File: src/rtl/trace_player.sv
// trace_player: replays a programmed trace of WIDTH-bit vectors onto io_out; TRACE_PLAYER_LOOP_EN adds looping
module trace_player #(
  parameter int WIDTH = 7,
  parameter int DEPTH = 8,
  parameter logic [WIDTH-1:0] IDLE_VAL = '0,
  localparam int AW = $clog2(DEPTH)
) (
  input  logic             clock,
  input  logic             reset,
  input  logic             wr_en,
  input  logic [AW-1:0]    wr_addr,
  input  logic [WIDTH-1:0] wr_data,
  input  logic [AW:0]      len,
  input  logic             start,
  input  logic             stop,
`ifdef TRACE_PLAYER_LOOP_EN
  input  logic             loop,
`endif
  output logic [WIDTH-1:0] io_out,
  output logic             busy,
  output logic             done,
  output logic [AW-1:0]    state_idx,
  output logic [31:0]      cycle
);
  typedef enum logic [1:0] {IDLE, PLAY, DONE} state_t;
  localparam logic [AW:0] max_len = (AW+1)'(DEPTH);
  state_t state, nstate;
  logic [WIDTH-1:0] mem [DEPTH];
  logic [AW:0] eff_len, start_len;
  logic [AW-1:0] nidx;
  logic [WIDTH-1:0] nio;
  logic [31:0] ncycle;
  logic last, loop_en;
`ifdef TRACE_PLAYER_LOOP_EN
  assign loop_en = loop;
`else
  assign loop_en = 1'b0;
`endif
  assign start_len = (len > max_len) ? max_len : len;
  assign last = {1'b0, state_idx} == eff_len - (AW+1)'(1);
  always_ff @(posedge clock)
    if (wr_en && state != PLAY) mem[wr_addr] <= wr_data;
  always_comb begin
    nstate = state;
    if (state == IDLE && start && !stop) nstate = (start_len == '0) ? DONE : PLAY;
    else if (state == PLAY) nstate = stop ? IDLE : (last && !loop_en) ? DONE : PLAY;
    else if (state == DONE) nstate = IDLE;
  end
  always_comb begin
    nidx = (state == PLAY && nstate == PLAY && !last) ? state_idx + AW'(1) : '0;
    nio = (nstate == PLAY) ? mem[nidx] : IDLE_VAL;
    ncycle = (state == IDLE && nstate != IDLE) ? '0 :
             (state == PLAY && cycle != '1) ? cycle + 32'd1 : cycle;
  end
  always_ff @(posedge clock) begin
    if (reset) begin
      state <= IDLE;
      state_idx <= '0;
      io_out <= IDLE_VAL;
      busy <= 1'b0;
      done <= 1'b0;
      cycle <= '0;
      eff_len <= '0;
    end else begin
      state <= nstate;
      state_idx <= nidx;
      io_out <= nio;
      busy <= nstate == PLAY;
      done <= nstate == DONE;
      cycle <= ncycle;
      if (state == IDLE) eff_len <= start_len;
    end
  end
endmodule
File: config.mk
export PLATFORM = sky130hd
export DESIGN_NAME = trace_player
export DESIGN_NICKNAME = d
export VERILOG_FILES = /design/src/rtl/trace_player.sv
export SDC_FILE = /design/constraint.sdc
export NUM_CORES = 1
export LEC_CHECK = 0
export CORE_MARGIN = 1
export CORE_UTILIZATION = 49
export CTS_CLUSTER_SIZE = 24
export DETAILED_ROUTE_END_ITERATION = 8
export MAX_ROUTING_LAYER = met4
export PLACE_DENSITY_LB_ADDON = 0.12
export SKIP_LAST_GASP = 1
export SYNTH_ARGS = -nofsm -noshare
export SYNTH_HDL_FRONTEND = slang
export SYNTH_SLANG_ARGS = --single-unit
File: constraint.sdc
create_clock -name clock -period 1.9 [get_ports clock]
set_input_delay 0.57 -clock clock [delete_from_list [all_inputs] [get_ports clock]]
set_output_delay 0.57 -clock clock [all_outputs]
set_load 0.05 [all_outputs]
# Yosys cells after proc, flatten, opt, wreduce, memory -nomap -nowiden

Memories as Yosys holds them, arrays and structs flattened. A register that Yosys moved wholly into a read port is not among the register bits.
Index checks and enable logic that the tools add are counted.

$add $sub $neg: 3
$mul: 0
Divide/modulo/power cells: 0
$lt $le $gt $ge: 1
Equality and inequality tests: 7
Shift-type cells: 0
Multiplexer cells: 10
Bitwise logic cells: 1
Reductions and logical operators: 14

Operators with widths:

| cell                    | number |
|---|---|
| $add A32 B1 Y32 const B | 1 |
| $ne A32 B32 Y1 const B  | 1 |
| $mux W2                 | 6 |
| $logic_and A1 B1 Y1     | 7 |
| $eq A2 B1 Y1 const B    | 2 |
| $eq A2 B2 Y1 const B    | 2 |
| $eq A3 B4 Y1            | 1 |
| $gt A4 B4 Y1 const B    | 1 |
| $logic_not A4 Y1        | 1 |
| $mux W4                 | 1 |
| $reduce_or A2 Y1        | 2 |
| $sub A4 B1 Y4 const B   | 1 |
| $add A3 B1 Y3 const B   | 1 |
| $mux W3                 | 1 |
| $logic_not A1 Y1        | 2 |
| $logic_not A2 Y1        | 1 |
| $mux W1                 | 2 |
| $ne A2 B1 Y1 const B    | 1 |
| $reduce_bool A2 Y1      | 1 |
| $not A1 Y1              | 1 |

Flip-flop bits (word level): 43
Latch bits: 0
RAM bits: 56
ROM bits: 0
Bits of input ports: 19
Output and inout bits: 44
Logic and storage cells: 43
Memories kept: 1

Memories:

| memory | words | bits a word | read ports | clocked after Yosys merged registers in | write ports | line | text |
|---|---|---|---|---|---|---|---|
| mem    | 8     | 7           | 1          | 1                                       | 1           | 28   | `logic [WIDTH-1:0] mem [DEPTH];` |

# Logic depth before layout (Yosys ltp)

Depth after elaboration: 10
Gate-level depth with buffers: 8
Depth with buffers taken out: 7

# Worst setup path after synthesis

No wires, ideal clock.

Path type: flip-flop to flip-flop
Start: register state_idx[0]
End: register io_out[0] (read register of mem)
Library setup time: 0.140 ns
Arrival: 2.241 ns
Required time: 1.760 ns
Path slack: -0.482 ns
Stages on the path, launching flop included: 8
Path buffers: 1
Clock period less this slack: 2.382 ns
Path through: dfxtp_1 > ha_1 > buf_2 > or4bb_1 > a22oi_4 > a21oi_2 > a22oi_1 > o22ai_1

Longest elaborated chain between the ends: 9
Elaborated cells on any way between the ends: 13
Those cells by class: 1 x add/sub; 2 x eq/ne; 5 x mux; 1 x bitwise; 4 x reduce/logical

Ends and longest elaborated chain:

| item                              | line   | text |
|---|---|---|
| start: declaration                | 22     | `output logic [AW-1:0] state_idx,` |
| start signal: assignment          | 66     | `state_idx <= nidx;` |
| $eq A3 B4 Y1                      | 40     | `assign last = {1'b0, state_idx} == eff_len - (AW+1)'(1);` |
| $mux W2 (3 in series)             | 46     | `else if (state == PLAY) nstate = stop ? IDLE : (last && !loop_en) ? DONE : PLAY;` |
| $mux W2                           | 45     | `if (state == IDLE && start && !stop) nstate = (start_len == '0) ? DONE : PLAY;` |
| $eq A2 B1 Y1                      | 50, 51 |  |
| $logic_and A1 B1 Y1 (2 in series) | 50     | `nidx = (state == PLAY && nstate == PLAY && !last) ? state_idx + AW'(1) : '0;` |
| $mux W3                           | 50     |  |
| end: declaration                  | 19     | `output logic [WIDTH-1:0] io_out,` |

Several ways; a longest one is shown, not always the timed one.
A chain may end at the register's enable or synchronous reset.

# Final worst setup path

Start: input len[1]
End: register io_out[6] (read register of mem)

Longest elaborated chain between the ends: 9
Elaborated cells on any way between the ends: 11
Those cells by class: 1 x order compare; 1 x eq/ne; 4 x mux; 1 x bitwise; 4 x reduce/logical

Ends and longest elaborated chain:

| item                              | line   | text |
|---|---|---|
| start: declaration                | 13     | `input logic [AW:0] len,` |
| $gt A4 B4 Y1                      | 39     | `assign start_len = (len > max_len) ? max_len : len;` |
| $mux W4 (*)                       | 39     |  |
| $logic_not A4 Y1 (*)              | 45     |  |
| $mux W2 (*) (2 in series)         | 45     |  |
| $eq A2 B1 Y1 (*)                  | 50, 51 |  |
| $logic_and A1 B1 Y1 (2 in series) | 50     |  |
| $mux W3                           | 50     |  |

Every way passes the cells marked *; elsewhere a longest branch is shown, timed or not.

==> flow_summary.toml <==
[worst_setup_path]
start_kind = "input port"
cp_top_family = "buffers and inverters"
cp_max_fo = 7
cp_num_buf_inv = 2
critPathArrivalTime_ns = 2.13
crit_path_end_kind = "flop"
crit_slowest_cell = "or4_4"
timing.reg2reg.setup_slack_ns = 0.05
max_stage_delay_ns = 0.53
worstPathCellList = "clkdlybuf4s50_1 > or4_4 > a21oi_2 > nor4_2 > o211ai_1 > buf_4 > o22ai_1"
setup.worst_path.class = "input port to flop"
worstPathRequired_ns = 2.16

[floorplan]
start_util_pct = 50.8
io_pins = 63
chipHeight_um = 100
die_area_mm2 = 0.0100
core_area_mm2 = 0.00928
die_w_um = 100
rows = 35

[clocking]
cts_hold_buffers = 0
cts_buffers = 9
cts_tree = "built"
cts_max_path_buffers = 2
cts_sinks = 106
clk_latency_ns = 0.37
cts-root-buf = "clkbuf_8"
path_clk_slew_ns = 0.10
htreeDepth = 3

[grt]
grt_antenna_before_repair = 0
grt_max_degree = 26
gr-usage-all-layers_pct = 22.6
grt_pass1_wl_um = 17200
grt-ovfl-total = 0
grt_pass1_vias = 3558

[sta]
rsz0062_at_grt = "yes"
skew_ns = 0.0136
fin_setup_tns_ns = 0
max_freq_mhz = 535
setup_viol = 0
finalCritPeriodShare_pct = 98.4
drv_slew = 0
hold_violations = 0
setup_ws_ns = 0.0299
slew_headroom_pct = 75.1
tightest_slew_ns = 0.371
min_period_ns = 1.87

[placed_design]
gp_congestion = 0.873
io_buffers = 62
pre_cts_ws_ns = -0.522
dp.final_hpwl_um = 7770
placedCellCount = 645

[power_and_ir_drop]
p_leak_nw = 2.21
irDropWorstVdd_v = 0.000391
powerDensity_mw_per_mm2 = 671

[routing]
via_per_inst = 5.58
num_vias = 3709
drtIter0Drc = 134
drc = 0
postRouteAntennaNets = 0
routed_wl_um = 10400
first_pass_iters = 4
wl_per_cell_um = 15.7

[synthesis]
netlist_instances = 414
ys.warnings.count = 0
synth_cell_types = 66
synth_nets = 436
synth.cell_area_mm2 = 0.00472
synth-edff-count = 56
avgSynthCellArea_um2 = 11.4
async_flop_share_pct = 0
synth_seq_cells = 106
synth_flop_cell = "edfxtp_1"
yosysSeqAreaShare_pct = 56.9

[finish]
final_cells = 665
drive_gt1_share_pct = 37.5
fillers = 748
fin_nets = 553
antenna_cells = 0
area_growth_pct = 29.8

[job]
max_cap_violations = 0

[min_path]
hold_path.class = "flop to flop"

[run_status]
outcome = "completed"
-- kinds of logic after synthesis --
kind of cell,synth area share [%]
simple gates,18.8
flops,56.9
mux,1.91
compound gates,16.6
buf+inv,3.24
xor+xnor,1.83
fa+ha+maj,0.796
-- registers in the layout, summed over array words and instances (netlist names) --
name	cells
io_out	7
cycle	32
busy	1
done	1
mem	56
eff_len	4
state_idx	3
state	2
-- metrics by stage --
stage	total power, mW	cell area, µm²	utilization (%)	hold slack, ns
after floorplan	2.68	4790	-	0.468
after global placement	2.82	5780	62.3	0.465
after detailed placement	2.83	5780	62.3	0.473
after CTS	4.13	5990	64.5	0.489
after global routing	4.26	6120	65.9	0.522
final	4.11	6120	65.9	0.487
-- worst paths after layout --
kind         startpoint  depth (start not counted)         to
max              len[1]                          7  io_out[6]
min           cycle[19]                          2  cycle[19]
max reg2reg  eff_len[0]                          6  io_out[5]
min reg2reg   cycle[19]                          2  cycle[19]
-- metal layers --
layer	GRT usage [%]	wire, µm
met3	5.22	507
met1	29.2	4740
met2	35.6	5060
met5	-	0
met4	6.80	108
-- synthesized netlist by cell type (all sizes together) (4+ instances only) --
| master | n | area (µm²) |
|---|---|---|
| edfxtp | 56 | 1680 |
| dfxtp | 50 | 1000 |
| o21ai | 29 | 145 |
| a21oi | 28 | 148 |
| nor2 | 26 | 108 |
| nand2 | 24 | 92.6 |
| or3 | 17 | 106 |
| buf | 14 | 104 |
| o22ai | 14 | 87.6 |
| nand3 | 12 | 65.1 |
| nor3 | 12 | 70.1 |
| inv | 10 | 37.5 |
| a22oi | 9 | 81.3 |
| mux2i | 9 | 90.1 |
| o2bb2ai | 8 | 70.1 |
| or4 | 8 | 63.8 |
| a2bb2oi | 7 | 61.3 |
| nand4 | 7 | 58.8 |
| o31ai | 7 | 52.6 |
| xnor2 | 5 | 43.8 |
| and2 | 4 | 25.0 |
| and3 | 4 | 25.0 |
| nand3b | 4 | 30.0 |
| nor4 | 4 | 55.1 |
| or2 | 4 | 25.0 |
| xor2 | 4 | 42.6 |
-- layout make-up --
class | instances | area [µm²] | share of cell area [%]
Clock buffer | 9 | 124 | 2.02
Timing Repair Buffer | 123 | 986 | 16.1
Multi-Input combinational cell | 281 | 2030 | 33.2
Inverter | 10 | 37.5 | 0.613
Tap cell | 129 | 161 | 2.64
Sequential cell | 106 | 2720 | 44.5
Clock inverter | 7 | 58.8 | 0.961
-- what timing repair did --
item	4_1_cts	5_1_grt
gates resized for setup	9	23
pin swaps	3	11
cloned	0	0
setup buffers	0	4
setup endpoints to repair	8	19
-- placed cells by master (no fill, tap or decap), types with 6 or more instances in the layout --
cell type	n
buf_4	103
edfxtp_1	56
o21ai_0	27
dfxtp_2	27
nor2_1	24
a21oi_1	24
nand2_1	21
dfxtp_1	21
or3_1	17
clkdlybuf4s50_1	16
o22ai_1	13
nand3_1	11
inv_1	10
mux2i_1	9
clkbuf_8	9
nor3_1	8
o2bb2ai_1	8
a2bb2oi_1	7
nand4_1	6
o31ai_1	6
or4_1	6
-- where the power goes --
group / switching [mW] / internal (mW)
Clock: 0.805 / 0.501
Sequential: 0.0165 / 2.44
Combinational: 0.192 / 0.152
Total: 1.01 / 3.10
-- tightest hold or removal path: cells and delay by family, from the launching register on --
family / cells / cell delay [ns]
mux: 1 / 0.05
simple gates: 1 / 0.05
flops: 1 / 0.35
Note: power is estimated with default switching activity, not from simulation.
